## src/rtl/fifo_pkg.sv

```systemverilog
// rtl/fifo_pkg.sv - shared async-FIFO constants and Gray/binary pointer helpers
package fifo_pkg;

    localparam int FIFO_ADDR_W  = 8;
    localparam int FIFO_PTR_MAX = 32;

    typedef logic [FIFO_PTR_MAX-1:0] fifo_vec_t;

    // Helpers work on a zero-extended vector, so any pointer width up to FIFO_PTR_MAX
    // converts correctly; callers cast in and truncate out.
    function automatic fifo_vec_t bin2gray(input fifo_vec_t b);
        return b ^ (b >> 1);
    endfunction

    function automatic fifo_vec_t gray2bin(input fifo_vec_t g);
        fifo_vec_t b;
        b[FIFO_PTR_MAX-1] = g[FIFO_PTR_MAX-1];
        for (int i = FIFO_PTR_MAX - 2; i >= 0; i--) begin
            b[i] = b[i+1] ^ g[i];
        end
        return b;
    endfunction

endpackage

```

## src/rtl/fifo_gray2bin.sv

```systemverilog
// rtl/fifo_gray2bin.sv - combinational Gray-to-binary pointer converter
module fifo_gray2bin
    import fifo_pkg::*;
#(
    parameter int W = FIFO_ADDR_W + 1
) (
    input  logic [W-1:0] gray,
    output logic [W-1:0] bin
);

    fifo_vec_t bin_full;

    always_comb begin
        bin_full = gray2bin(FIFO_PTR_MAX'(gray));
    end

    assign bin = bin_full[W-1:0];

endmodule

```

## src/rtl/fifo_wptr_ctrl.sv

```systemverilog
// rtl/fifo_wptr_ctrl.sv - async FIFO write pointer, full/almost-full/level flags
// Optional sticky overflow flag enabled by FIFO_WR_OVF_EN.
module fifo_wptr_ctrl
    import fifo_pkg::*;
#(
    parameter int width     = FIFO_ADDR_W,
    parameter int AF_THRESH = (1 << width) - 2
) (
    input  logic             wclk,
    input  logic             wrst_n,
    input  logic             winc,
    input  logic [width:0]   wq2_rptr,
    output logic             wen,
    output logic [width-1:0] waddr,
    output logic [width:0]   wptr,
    output logic             wfull,
    output logic             walmost_full,
    output logic [width:0]   wlevel
`ifdef FIFO_WR_OVF_EN
    ,
    output logic             wovf,
    input  logic             wovf_clr
`endif
);

    localparam int PW = width + 1;
    localparam logic [width:0] AF_LVL = PW'(AF_THRESH);

    logic [width:0] wbin_q, wbin_d;
    logic [width:0] wptr_q, wptr_d;
    logic [width:0] wlevel_q, wlevel_d;
    logic [width:0] rbin;
    logic           wfull_q, wfull_d;
    logic           walmost_full_q, walmost_full_d;
    logic           acc;
    fifo_vec_t      wgray_full;

    fifo_gray2bin #(.W(PW)) u_rptr_g2b (
        .gray (wq2_rptr),
        .bin  (rbin)
    );

    // Flags are computed from the next pointer so they are registered alongside it.
    always_comb begin
        acc            = winc & ~wfull_q;
        wbin_d         = wbin_q + {{width{1'b0}}, acc};
        wgray_full     = bin2gray(FIFO_PTR_MAX'(wbin_d));
        wptr_d         = wgray_full[width:0];
        wfull_d        = (wptr_d == {~wq2_rptr[width:width-1], wq2_rptr[width-2:0]});
        wlevel_d       = wbin_d - rbin;
        walmost_full_d = (wlevel_d >= AF_LVL);
    end

    always_ff @(posedge wclk) begin
        if (!wrst_n) begin
            wbin_q         <= '0;
            wptr_q         <= '0;
            wlevel_q       <= '0;
            wfull_q        <= 1'b0;
            walmost_full_q <= 1'b0;
        end else begin
            wbin_q         <= wbin_d;
            wptr_q         <= wptr_d;
            wlevel_q       <= wlevel_d;
            wfull_q        <= wfull_d;
            walmost_full_q <= walmost_full_d;
        end
    end

    assign wen          = acc;
    assign waddr        = wbin_q[width-1:0];
    assign wptr         = wptr_q;
    assign wfull        = wfull_q;
    assign walmost_full = walmost_full_q;
    assign wlevel       = wlevel_q;

`ifdef FIFO_WR_OVF_EN
    logic wovf_q, wovf_d;

    // Set has priority over clear in the same cycle.
    always_comb begin
        wovf_d = (winc & wfull_q) | (wovf_q & ~wovf_clr);
    end

    always_ff @(posedge wclk) begin
        if (!wrst_n) begin
            wovf_q <= 1'b0;
        end else begin
            wovf_q <= wovf_d;
        end
    end

    assign wovf = wovf_q;
`endif

endmodule

```

## config.mk

```make
export PLATFORM = sky130hd
export DESIGN_NAME = fifo_wptr_ctrl
export DESIGN_NICKNAME = d
export VERILOG_FILES = /design/src/rtl/fifo_pkg.sv /design/src/rtl/fifo_gray2bin.sv /design/src/rtl/fifo_wptr_ctrl.sv
export SDC_FILE = /design/constraint.sdc
export NUM_CORES = 1
export LEC_CHECK = 0
export BUFFER_PORTS_ARGS = -buffer_cell sky130_fd_sc_hd__buf_2
export CORE_ASPECT_RATIO = 0.7
export CORE_MARGIN = 3
export CORE_UTILIZATION = 54
export CTS_CLUSTER_SIZE = 25
export DETAILED_ROUTE_END_ITERATION = 6
export GPL_TIMING_DRIVEN = 1
export PLACE_DENSITY = 0.76
export SLEW_MARGIN = 20
export SYNTH_ARGS = -nofsm -noshare
export SYNTH_HDL_FRONTEND = slang
export SYNTH_HIERARCHICAL = 1
export SYNTH_SLANG_ARGS = --single-unit
```

## constraint.sdc

```tcl
create_clock -name wclk -period 3.4 [get_ports wclk]
set_input_delay 0.34 -clock wclk [delete_from_list [all_inputs] [get_ports wclk]]
set_output_delay 0.34 -clock wclk [all_outputs]
set_load 0.005 [all_outputs]
```

==> qor.yml <==
synth_most_common_cell: "dfxtp_1"
synth-seq-cells: 28
routed_wl_um: 3790
synth_top_family_by_area: "XOR/XNOR gates"
timing.rr.end: "walmost_full"
drive_gt1_share_pct: 22.3
worst_ep_arrival_time_ns: 3.22
first_pass_iters: 4
hp-class: "primary input to register"
start_util_pct: 58.3
max_freq_mhz: 324
synthSimpleGateAreaFrac_pct: 19.8
grt_max_degree: 21
cts_root_buffer: "clkbuf_8"
timing.final.crit_share_pct: 90.8
synth_area_leaders: "dfxtp_1, xnor2_1, ha_1, xor2_1, nor2_1"
cts_buffers: 3
finalSetupTns_ns: 0
worst_slew_pin_slew_ns: 0.644
ys_seq_area_share_pct: 29.3
cts_tree: "done"
grt-ovfl-total: 0
synth_compound_area_share_pct: 14.0
dp_slack_ns: 0.218
postCtsSetupBuffers: 0
drv_cap: 0
io_buffers: 40
synth_top_area_share_pct: 29.3
synth_mux_area_share_pct: 0.589
crit_type: "register to register"
hold_depth: 3
die_y_um: 55.8
synth-async-reset-ratio_pct: 0
antenna_cells: 0
slew_headroom_pct: 57.0
holdBufCountCts: 0
hold_viol_final: 0
ir_drop_mv: 0.319
crit_path_start_kind: "register"
synth-main-ff-cell: "dfxtp_1"
dpl.hpwl_um: 2960
ys_warn_count: 6
syn_area_per_cell_um2: 8.89
synth-xor-area-share_pct: 20.9
synth_commonest_cells: "dfxtp_1, nor2_1, xnor2_1"
finalSetupViolations: 0
track_usage_pct: 18.5
worstPathRequired_ns: 3.53
end_kind: "register"
status: "complete, no violations"
worstHoldStart: "wrst_n"
min_period_ns: 3.09
clk_latency_ns: 0.27
rows: 17
via_count: 1564
dieArea_mm2: 0.00430
setup_slack_ns: 0.311
reg2reg_from: "wfull"
cts_resized: 0
holdPathEnd: "wlevel[6]"
clkTransAtPathRegs_ns: 0.09
htree_num_levels: 1
drc: 0
r2r_cells: 13
drt-met1-wl_um: 1940
io_pins: 41
path_max_fanout: 4
antenna_found_initial: 0
clockBufferDepth: 2
r2r_slack_ns: 0.31
cts.sinks: 28
wl_met2_um: 1530
core_area_mm2: 0.00328
ys_types: 52
met3_length_um: 311
fin_area_mm2: 0.00218
maxSlewViolCount: 0
routedWlPerCell_um: 12.7
placed_area_mm2: 0.00212
grt_pass1_vias: 1426
rsz0062_at_grt: "no"
synthCells: 215
gp_congestion: 0.831
finClkSkew_ns: 0.00404
area_delta_synth_final_pct: 14.1
vias_per_cell: 5.25
die_x_um: 77.1
top_layer: "met4"
power_density_mw_per_mm2: 410
synth_fa_ha_area_share_pct: 8.25
postRouteAntennaNets: 0
synth-edff-count: 0
synth.cell_area_mm2: 0.00191
synth_nets: 239
p_leak_nw: 1.06
fin_nets: 276
drtIter0Drc: 59
synth_largest_area_cell: "dfxtp_1"
grt_pass1_wl_um: 6480
## registers in the layout, indices dropped and copies added, names as in the netlist
name and count:
wbin_q 9, wlevel 9, wptr 8, walmost_full 1
wfull 1
## worst max-delay path by stage
stage,start,slack (ns),cells past startpoint,endpoint
CTS,wfull,0.34,13,walmost_full
global route,wfull,0.16,13,walmost_full
floorplan,winc,0.46,14,walmost_full
finish,wfull,0.31,13,walmost_full
global placement,wq2_rptr[7],0.27,12,walmost_full
detailed placement,wq2_rptr[7],0.22,12,walmost_full
## layout by cell type (no fill, tap or decap), types with 3 or more instances in the layout
cell / count
o31a_1: 3
or3_1: 3
nand2_1: 5
o21ai_0: 8
a21oi_1: 4
ha_1: 11
nand3_1: 3
inv_1: 17
nand4_1: 4
nor3_1: 4
nor2_1: 24
dfxtp_1: 28
clkbuf_8: 4
and3_1: 4
buf_2: 40
and2_1: 10
buf_4: 3
xnor2_1: 21
xor2_1: 11
o21a_1: 3
## critical path, stage by stage (launching register included)
cell	delay [ns]
dfxtp_1	0.42
nor2b_1	0.10
ha_1	0.19
ha_1	0.23
and3_1	0.22
xnor2_1	0.28
inv_1	0.08
ha_1	0.33
o21a_1	0.12
o31a_1	0.11
o21a_1	0.20
o41ai_1	0.33
xnor2_1	0.21
o32ai_1	0.12
## routing by layer
metal,GRT usage [%],vias up
li1,-,803
met1,27.6,703
met2,27.4,56
met3,5.34,2
met4,1.52,0
met5,0,-
## kinds of logic (layout without fill, tap and decap cells)
group	after synthesis	count (layout)
muxes	1	1
AOI/OAI and AO/OA	36	36
buffers and inverters	29	65
adders and majority gates	12	12
DFF	28	28
xor gates and xnor gates	38	38
and+or+nand+nor	71	71
## stage by stage
step	hold slack (ns)	utilization [%]	cells	total power, W
3_5_place_dp	0.657	64.9	294	0.000696
5_1_grt	0.421	66.5	298	0.000956
4_1_cts	0.408	66.5	298	0.000904
2_1_floorplan	0.462	-	215	0.000609
3_3_place_gp	0.652	64.9	294	0.000689
6_report	0.418	66.5	298	0.000894
## final cells by class
type	count	area [um2]
tap	47	58.8
inverter	18	67.6
multi-input combinational	158	1210
clock buffer	4	55.1
fill	289	1100
timing repair buffer	43	223
sequential	28	561
## power breakdown
part           leakage [nW]  total, W  internal (W)  switching (W)
clock                0.0288  0.000207      0.000104       0.000103
sequential            0.229  0.000375      0.000364      0.0000117
combinational         0.798  0.000311      0.000152       0.000159
Note: power is estimated with default switching activity, not from simulation.
